[config.mk]
export PLATFORM = sky130hd
export DESIGN_NAME = digits_to_value_flat
export DESIGN_NICKNAME = d
export VERILOG_FILES = /design/src/rtl/digits_pkg.sv /design/src/rtl/digits_to_value_if.sv /design/src/rtl/digits_mac10.sv /design/src/rtl/digits_to_value.sv /design/src/flat_wrapper.sv
export SDC_FILE = /design/constraint.sdc
export NUM_CORES = 1
export LEC_CHECK = 0
export BUFFER_PORTS_ARGS = -buffer_cell sky130_fd_sc_hd__buf_2
export CORE_ASPECT_RATIO = 2
export CORE_MARGIN = 10
export CORE_UTILIZATION = 40
export CTS_BUF_LIST = sky130_fd_sc_hd__clkbuf_2
export DETAILED_ROUTE_END_ITERATION = 7
export SLEW_MARGIN = 40
export SYNTH_ARGS = -nofsm -noshare
export SYNTH_HDL_FRONTEND = slang
export SYNTH_SLANG_ARGS = --single-unit
[constraint.sdc]
create_clock -name clk -period 3.34 [get_ports clk]
set_input_delay 0.334 -clock clk [delete_from_list [all_inputs] [get_ports clk]]
set_output_delay 0.334 -clock clk [all_outputs]
set_load 0.01 [all_outputs]
[src/rtl/digits_pkg.sv]
// Shared types and helpers for the decimal-entry accumulator (digits_to_value).
package digits_pkg;

    typedef enum logic [1:0] {
        IDLE,
        CONV,
        DONE
    } state_e;

    localparam int unsigned DIGIT_MAX      = 9;
    localparam int unsigned DEF_NUM_DIGITS = 4;
    localparam int unsigned DEF_VALUE_W    = 10;

    // Clamp a converted value to the largest value representable in value_w bits.
    function automatic logic [31:0] sat_value(input logic [31:0] acc, input int unsigned value_w);
        logic [31:0] max_v;
        max_v = (value_w >= 32) ? '1 : ((32'd1 << value_w) - 32'd1);
        return (acc > max_v) ? max_v : acc;
    endfunction

endpackage

[src/rtl/digits_to_value_if.sv]
// Digit-entry and result handshake bundle for digits_to_value.
// The backspace signal exists only when DIGITS_BACKSPACE_EN is defined.
interface digits_to_value_if #(
    parameter int unsigned VALUE_W = digits_pkg::DEF_VALUE_W
);

    logic [3:0]         digit_in;
    logic               digit_valid;
    logic               digit_ready;
    logic               commit;
    logic               clear;
`ifdef DIGITS_BACKSPACE_EN
    logic               backspace;
`endif
    logic [VALUE_W-1:0] value_out;
    logic [2:0]         len_out;
    logic               ovf;
    logic               out_valid;
    logic               out_ready;
    logic               bad_digit;

    modport master (
`ifdef DIGITS_BACKSPACE_EN
        output backspace,
`endif
        output digit_in,
        output digit_valid,
        output commit,
        output clear,
        output out_ready,
        input  digit_ready,
        input  value_out,
        input  len_out,
        input  ovf,
        input  out_valid,
        input  bad_digit
    );

    modport slave (
`ifdef DIGITS_BACKSPACE_EN
        input  backspace,
`endif
        input  digit_in,
        input  digit_valid,
        input  commit,
        input  clear,
        input  out_ready,
        output digit_ready,
        output value_out,
        output len_out,
        output ovf,
        output out_valid,
        output bad_digit
    );

endinterface

[src/rtl/digits_mac10.sv]
// Combinational multiply-by-ten-and-add step used by the digit conversion loop.
module digits_mac10 #(
    parameter int unsigned ACC_W = 16
) (
    input  logic [ACC_W-1:0] acc_i,
    input  logic [3:0]       digit_i,
    output logic [ACC_W-1:0] sum_o
);

    // acc*10 as a pair of shifts keeps the step free of a hard multiplier.
    assign sum_o = (acc_i << 3) + (acc_i << 1) + ACC_W'(digit_i);

endmodule

[src/rtl/digits_to_value.sv]
// Serial BCD digit accumulator with multi-cycle decimal->binary conversion.
// Optional feature: DIGITS_BACKSPACE_EN adds a backspace input that removes the last digit.
module digits_to_value
    import digits_pkg::*;
#(
    parameter int unsigned NUM_DIGITS = DEF_NUM_DIGITS,
    parameter int unsigned VALUE_W    = DEF_VALUE_W
) (
    input  logic             clk,
    input  logic             rst_n,
    digits_to_value_if.slave bus
);

    localparam int unsigned      ACC_W     = 4 * NUM_DIGITS;
    localparam int unsigned      CNT_W     = $clog2(NUM_DIGITS + 1);
    localparam logic [ACC_W-1:0] MAX_VALUE = ACC_W'((64'd1 << VALUE_W) - 64'd1);

    state_e             state_q,     state_d;
    logic [ACC_W-1:0]   reg_q,       reg_d;
    logic [2:0]         len_q,       len_d;
    logic [ACC_W-1:0]   acc_q,       acc_d;
    logic [CNT_W-1:0]   cnt_q,       cnt_d;
    logic [VALUE_W-1:0] value_q,     value_d;
    logic [2:0]         len_out_q,   len_out_d;
    logic               ovf_q,       ovf_d;
    logic               out_valid_q, out_valid_d;
    logic               bad_q,       bad_d;

    logic [ACC_W-1:0]   mac_sum;
    logic               accept;
    logic [ACC_W-1:0]   reg_n;
    logic [2:0]         len_n;

    digits_mac10 #(
        .ACC_W(ACC_W)
    ) u_mac (
        .acc_i  (acc_q),
        .digit_i(reg_q[ACC_W-1 -: 4]),
        .sum_o  (mac_sum)
    );

    assign accept = bus.digit_valid && (state_q == IDLE);

    always_ff @(posedge clk or negedge rst_n) begin
        if (!rst_n) begin
            state_q     <= IDLE;
            reg_q       <= '0;
            len_q       <= '0;
            acc_q       <= '0;
            cnt_q       <= '0;
            value_q     <= '0;
            len_out_q   <= '0;
            ovf_q       <= 1'b0;
            out_valid_q <= 1'b0;
            bad_q       <= 1'b0;
        end else begin
            state_q     <= state_d;
            reg_q       <= reg_d;
            len_q       <= len_d;
            acc_q       <= acc_d;
            cnt_q       <= cnt_d;
            value_q     <= value_d;
            len_out_q   <= len_out_d;
            ovf_q       <= ovf_d;
            out_valid_q <= out_valid_d;
            bad_q       <= bad_d;
        end
    end

    always_comb begin
        state_d     = state_q;
        reg_d       = reg_q;
        len_d       = len_q;
        acc_d       = acc_q;
        cnt_d       = cnt_q;
        value_d     = value_q;
        len_out_d   = len_out_q;
        ovf_d       = ovf_q;
        out_valid_d = out_valid_q;
        bad_d       = 1'b0;
        reg_n       = reg_q;
        len_n       = len_q;

        unique case (state_q)
            IDLE: begin
                if (accept) begin
                    if (bus.digit_in > 4'(DIGIT_MAX)) begin
                        bad_d = 1'b1;
                    end else if (len_q == '0 && bus.digit_in == 4'd0) begin
                        // leading zero: nothing to store
                    end else if (len_q == 3'(NUM_DIGITS)) begin
                        bad_d = 1'b1;
                    end else begin
                        reg_n = {reg_q[ACC_W-5:0], bus.digit_in};
                        len_n = len_q + 3'd1;
                    end
                end
`ifdef DIGITS_BACKSPACE_EN
                else if (bus.backspace && !bus.commit && len_q != '0) begin
                    reg_n = {4'd0, reg_q[ACC_W-1:4]};
                    len_n = len_q - 3'd1;
                end
`endif
                reg_d = reg_n;
                len_d = len_n;
                // Snapshot taken after this edge's digit so commit sees it.
                if (bus.commit) begin
                    state_d = CONV;
                    acc_d   = '0;
                    cnt_d   = '0;
                end
            end

            CONV: begin
                acc_d = mac_sum;
                reg_d = reg_q << 4;
                cnt_d = cnt_q + 1'b1;
                if (cnt_q == CNT_W'(NUM_DIGITS - 1)) begin
                    value_d     = VALUE_W'(sat_value(32'(mac_sum), VALUE_W));
                    ovf_d       = (mac_sum > MAX_VALUE);
                    len_out_d   = (len_q == '0) ? 3'd1 : len_q;
                    out_valid_d = 1'b1;
                    state_d     = DONE;
                end
            end

            DONE: begin
                if (bus.out_ready) begin
                    out_valid_d = 1'b0;
                    reg_d       = '0;
                    len_d       = '0;
                    state_d     = IDLE;
                end
            end

            default: state_d = IDLE;
        endcase

        if (bus.clear) begin
            state_d     = IDLE;
            reg_d       = '0;
            len_d       = '0;
            acc_d       = '0;
            cnt_d       = '0;
            out_valid_d = 1'b0;
            bad_d       = 1'b0;
        end
    end

    assign bus.digit_ready = (state_q == IDLE);
    assign bus.value_out   = value_q;
    assign bus.len_out     = len_out_q;
    assign bus.ovf         = ovf_q;
    assign bus.out_valid   = out_valid_q;
    assign bus.bad_digit   = bad_q;

endmodule

[src/flat_wrapper.sv]
// flat-port wrapper written by rule: the top's interface ports become plain ports
module digits_to_value_flat import digits_pkg::*;
#(
    parameter int unsigned NUM_DIGITS = DEF_NUM_DIGITS,
    parameter int unsigned VALUE_W    = DEF_VALUE_W
)
  (clk, rst_n, bus_digit_in, bus_digit_valid, bus_commit, bus_clear, bus_out_ready, bus_digit_ready, bus_value_out, bus_len_out, bus_ovf, bus_out_valid, bus_bad_digit);
  digits_to_value_if #(.VALUE_W(VALUE_W)) bus_i ();
  input  logic clk;
  input  logic rst_n;
  input wire logic [$bits(bus_i.digit_in)-1:0] bus_digit_in;
  input wire logic [$bits(bus_i.digit_valid)-1:0] bus_digit_valid;
  input wire logic [$bits(bus_i.commit)-1:0] bus_commit;
  input wire logic [$bits(bus_i.clear)-1:0] bus_clear;
  input wire logic [$bits(bus_i.out_ready)-1:0] bus_out_ready;
  output wire logic [$bits(bus_i.digit_ready)-1:0] bus_digit_ready;
  output wire logic [$bits(bus_i.value_out)-1:0] bus_value_out;
  output wire logic [$bits(bus_i.len_out)-1:0] bus_len_out;
  output wire logic [$bits(bus_i.ovf)-1:0] bus_ovf;
  output wire logic [$bits(bus_i.out_valid)-1:0] bus_out_valid;
  output wire logic [$bits(bus_i.bad_digit)-1:0] bus_bad_digit;
  assign bus_i.digit_in = bus_digit_in;
  assign bus_i.digit_valid = bus_digit_valid;
  assign bus_i.commit = bus_commit;
  assign bus_i.clear = bus_clear;
  assign bus_i.out_ready = bus_out_ready;
  assign bus_digit_ready = bus_i.digit_ready;
  assign bus_value_out = bus_i.value_out;
  assign bus_len_out = bus_i.len_out;
  assign bus_ovf = bus_i.ovf;
  assign bus_out_valid = bus_i.out_valid;
  assign bus_bad_digit = bus_i.bad_digit;
  digits_to_value #(.NUM_DIGITS(NUM_DIGITS), .VALUE_W(VALUE_W)) u_core (.clk(clk), .rst_n(rst_n), .bus(bus_i));
endmodule
# ---- Yosys cells after proc, flatten, opt, wreduce, memory -nomap -nowiden
# Cells that the tools add are included.
# Widths: inputs -> output; s select.
dict set report word_totals {
  in_bits 10
  wordCells 80
  output_inout_bits 17
  register_bits 55
}
dict set report classes {
  n_eq_ne 11
  muxes 37
  order_cmp 3
  n_reduce_logical 15
  add_sub_neg 4
}
# op count
set op_table {}
lappend op_table {{$mux 16} 6}
lappend op_table {{$pmux 16 s3} 1}
lappend op_table {{$gt 16x10->1 const B} 2}
lappend op_table {{$mux 15} 2}
lappend op_table {{$pmux 15 s2} 1}
lappend op_table {{$mux 3} 9}
lappend op_table {{$add 16x16->16} 1}
lappend op_table {{$add 16x4->16} 1}
lappend op_table {{$ne 3x3->1 const B} 5}
lappend op_table {{$pmux 3 s2} 2}
lappend op_table {{$reduce_and 6->1} 2}
lappend op_table {{$mux 10} 1}
lappend op_table {{$mux 1} 9}
lappend op_table {{$reduce_bool 3->1} 3}
lappend op_table {{$mux 2} 4}
lappend op_table {{$add 3x1->3 const B} 2}
lappend op_table {{$ne 3x2->1 const B} 2}
lappend op_table {{$pmux 2 s3} 1}
lappend op_table {{$reduce_and 3->1} 2}
lappend op_table {{$gt 4x4->1 const B} 1}
lappend op_table {{$logic_not 4->1} 1}
lappend op_table {{$reduce_and 2->1} 2}
lappend op_table {{$reduce_bool 4->1} 1}
lappend op_table {{$eq 3x2->1 const B} 1}
lappend op_table {{7 further kinds} 8}

# ---- Depth between registers and ports, before layout
dict set report logic_depth {
  depth_word 7
  ltp_mapped 10
  mapped_depth_nobuf 9
}

# ---- Hierarchy
# Synthesis repeated with hierarchy kept, for this count alone.
dict set report hier_totals {
  cells_unflattened 327
  hier_area_um2 3407.0
}
# mod n_inst cells_per_inst area_per_inst_um2
set modules_own_cells {}
lappend modules_own_cells {digits_to_value 1 215 2489.9}
lappend modules_own_cells {digits_mac10 1 112 917.1}

# ---- Least setup slack after synthesis
# OpenSTA, ideal clock, no wires.
dict set report synth_timing {
  path_kind {register -> register}
  startpoint {reg u_core.acc_q[0]}
  endpoint {reg u_core.value_q[6] (netlist: u_core.bus.value_out[6])}
  path_buffers 1
  synth_period_minus_slack_ns 2.784
  path_stages_with_launch 10
  setup_ns 0.133
  setup_slack_ns 0.556
  arrival_time_ns 2.651
  cell_sequence {dfrtp_1 -> fa_1 -> fa_1 -> a211oi_1 -> o21ai_0 -> a311oi_1 -> xnor2_1 -> nor4_2 -> buf_6 -> a31oi_1}
}
dict set report synth_between {
  elab_chain_cells 4
}
# item line_no
set synth_lines {}
lappend synth_lines {{from (decl)} digits_to_value.sv:21} ;# logic [ACC_W-1:0] acc_q, acc_d;
lappend synth_lines {{from (signal assigned)} digits_to_value.sv:49} ;# acc_q <= '0;
lappend synth_lines {{from (signal assigned)} digits_to_value.sv:60} ;# acc_q <= acc_d;
lappend synth_lines {{$add 16x16->16 *} digits_mac10.sv:11} ;# assign sum_o = (acc_i << 3) + (acc_i << 1) + ACC_W'(digit_i);
lappend synth_lines {{$add 16x4->16 *} digits_mac10.sv:11}
lappend synth_lines {{$gt 16x10->1} digits_pkg.sv:18} ;# return (acc > max_v) ? max_v : acc;
lappend synth_lines {{$mux 10 *} digits_pkg.sv:18}
lappend synth_lines {{to (signal assigned)} digits_to_value.sv:62} ;# value_q <= value_d;
lappend synth_lines {{to (decl)} digits_to_value.sv:23} ;# logic [VALUE_W-1:0] value_q, value_d;
# Every way passes the cells marked *; elsewhere a longest branch is shown, timed or not.
# A chain may end at the register's enable or synchronous reset.

# ---- Final worst setup path
# Ends and elaborated chain as after synthesis.

==> flow_metrics.env <==
export IMPL_status="finished clean"
export IMPL_path_class="reg -> reg"
export IMPL_die_h_um=150
export IMPL_io_buffers=26
export IMPL_grt_pass1_wl_mm=14.1
export IMPL_cts_buffers=5
export IMPL_synth_area_per_cell_sq_um=9.33
export IMPL_ys_warnings_count=0
export IMPL_syn_inst=363
export IMPL_firstDrtPassIters=4
export IMPL_post_route_util_pct=44.2
export IMPL_synth_main_ff_cell="dfrtp_1"
export IMPL_setup_violations_final=0
export IMPL_nNetsFinal=433
export IMPL_worst_ep_required_time_ps=3720
export IMPL_gp_congestion=0.914
export IMPL_finalWirelength_mm=8.49
export IMPL_grt_max_degree=42
export IMPL_fin_tns_setup_ps=0
export IMPL_drive_gt1_share_pct=13.7
export IMPL_fin_crit_ps=3060
export IMPL_rows=47
export IMPL_period_share_pct=91.7
export IMPL_final_cell_mix="dfrtp_1, nand2_1, o21ai_0"
export IMPL_slew_violations=0
export IMPL_wl_per_cell_um=17.5
export IMPL_fin_area_sq_um=3670
export IMPL_antenna_found_initial=0
export IMPL_hpwlAfterDp_mm=6.52
export IMPL_cts_hold_buf=1
export IMPL_syn_nets=409
export IMPL_clkSinkCount=55
export IMPL_clk_latency_ps=470
export IMPL_grt_pass1_vias=2893
export IMPL_slew_headroom_pct=58.8
export IMPL_synth_edf_count=0
export IMPL_diodes=0
export IMPL_synth_seq_cells=55
export IMPL_ir_drop_v=0.000324
export IMPL_cp_start_kind="flip-flop"
export IMPL_cp_max_fo=11
export IMPL_clockBufferDepth=2
export IMPL_ys_async_sr_fraction_pct=100
export IMPL_initial_core_util_pct=40.9
export IMPL_dpl_cell_area_sq_um=3620
export IMPL_drc=0
export IMPL_skew_ps=22.6
export IMPL_final_common_cell="dfrtp_1"
export IMPL_max_clock_freq_ghz=0.327
export IMPL_hold_violations=0
export IMPL_core_area_sq_um=8290
export IMPL_ios=27
export IMPL_vias_per_cell=5.62
export IMPL_cp_arrival_ps=3440
export IMPL_drt_iter0_drc=177
export IMPL_leakagePower_nw=1.78
export IMPL_p_total_w=0.00127
export IMPL_ys_seq_area_share_pct=40.6
export IMPL_vias=2730
export IMPL_worst_pin_slew_ps=616
export IMPL_end_kind="flip-flop"
export IMPL_die_area_sq_um=12800
export IMPL_root_buffer="clkbuf_2"
export IMPL_cts_htree_levels=2
export IMPL_cts_resized=0
export IMPL_path_clk_slew_ps=270
export IMPL_hp_class="in -> reg"
export IMPL_syn_cell_area_sq_um=3390
export IMPL_cts_setup_buffers=0
export IMPL_gr_total_overflow=0
export IMPL_cts_tree="yes"
export IMPL_powerDensity_nw_per_um2=347
export IMPL_max_cap_violations=0
export IMPL_drtAntennaViolNets=0
export IMPL_synthToLayoutAreaGrowth_pct=8.27
export IMPL_die_w_um=85.1
export IMPL_grtUsageTotal_pct=13.5
export IMPL_rsz0062_at_grt="false"
export IMPL_synth_cell_types=52
power breakdown:
group          total, W  leakage (nW)  internal [W]  switching, W
Clock          0.000272        0.0290     0.0000531      0.000219
Sequential     0.000743         0.760      0.000712     0.0000306
Combinational  0.000259         0.994     0.0000890      0.000170
registers in the layout, indices dropped and copies added (netlist names):
| name | count |
|---|---|
| u_core.acc_q | 15 |
| u_core.bus.bad_digit | 1 |
| u_core.bus.len_out | 3 |
| u_core.bus.out_valid | 1 |
| u_core.bus.ovf | 1 |
| u_core.bus.value_out | 10 |
| u_core.cnt_q | 3 |
| u_core.len_q | 3 |
| u_core.reg_q | 16 |
| u_core.state_q | 2 |
stage by stage:
step | worst slack [ps] | hold slack (ps) | std cells
global placement | 386 | 463 | 477
CTS | 276 | 25.5 | 486
detailed placement | 312 | 367 | 477
global route | 146 | 26.9 | 486
floorplan | 556 | 38.4 | 363
finish | 277 | 79.0 | 486
per-layer routing:
metal	track usage, %	vias to the layer above	share of wire (%)
met3	2.11	21	2.2
met5	0	-	0
met4	6.87	0	3.9
met1	13.2	1303	38
met2	26.1	49	56
li1	-	1357	-
cell usage after synthesis, drive strengths merged, types with 3 or more instances:
cell type,n,share of area (%)
a21o,5,1.1
clkbuf,10,1.1
xnor2,5,1.3
inv,16,1.8
a21oi,21,3.2
o21a,6,1.3
nand3,4,0.59
nor3,5,0.74
dfrtp,55,41
nor2,22,2.4
a211oi,6,1.3
o21ai,46,6.8
ha,34,13
xor2,4,1.0
o31ai,17,3.8
a22o,5,1.3
a31oi,10,1.8
nand2,46,5.1
mux2i,3,0.89
buf,7,1.6
nor4,5,1.1
kinds of logic (layout without fill, tap and decap cells):
logic type      after synthesis  after routing  share of synthesized area, %
compound gates              130            130                          24.4
fa+ha+maj                    36             36                          13.7
mux                           3              3                         0.886
simple gates                 96             96                          12.8
flops                        55             55                          40.6
xor+xnor                     10             10                          3.03
buf+inv                      33             58                          4.51
worst paths after layout:
check,start,to,slack (ps),depth (start not counted)
max,u_core.acc_q[0]$_DFFE_PN0P_,u_core.bus.value_out[6]$_DFFE_PN0P_,280,9
min,bus_digit_in[0],u_core.reg_q[0]$_DFFE_PN0P_,80,3
max reg2reg,u_core.acc_q[0]$_DFFE_PN0P_,u_core.bus.value_out[6]$_DFFE_PN0P_,280,9
min reg2reg,u_core.bus.len_out[2]$_DFFE_PN0P_,u_core.bus.len_out[2]$_DFFE_PN0P_,520,2
max in group asynchronous,rst_n,u_core.len_q[0]$_DFFE_PN0P_,2360,3
min in group asynchronous,rst_n,u_core.bus.ovf$_DFFE_PN0P_,340,2
cell type report:
class | count | area [sq um]
Fill cell | 841 | 4620
Clock inverter | 2 | 12.5
Tap cell | 98 | 123
Inverter | 16 | 60.1
Sequential cell | 55 | 1380
Multi-Input combinational cell | 275 | 1870
Timing Repair Buffer | 34 | 195
Clock buffer | 6 | 30.0
worst max-delay path, stage by stage (launching register included):
cell and delay (ps):
dfrtp_1 480, fa_1 540, ha_1 350, a211o_1 310, a2111oi_2 450, or4_1 200
mux2i_1 80, nor4_2 230, buf_4 230, a31oi_1 100
Power figures use the tool's default switching activity.
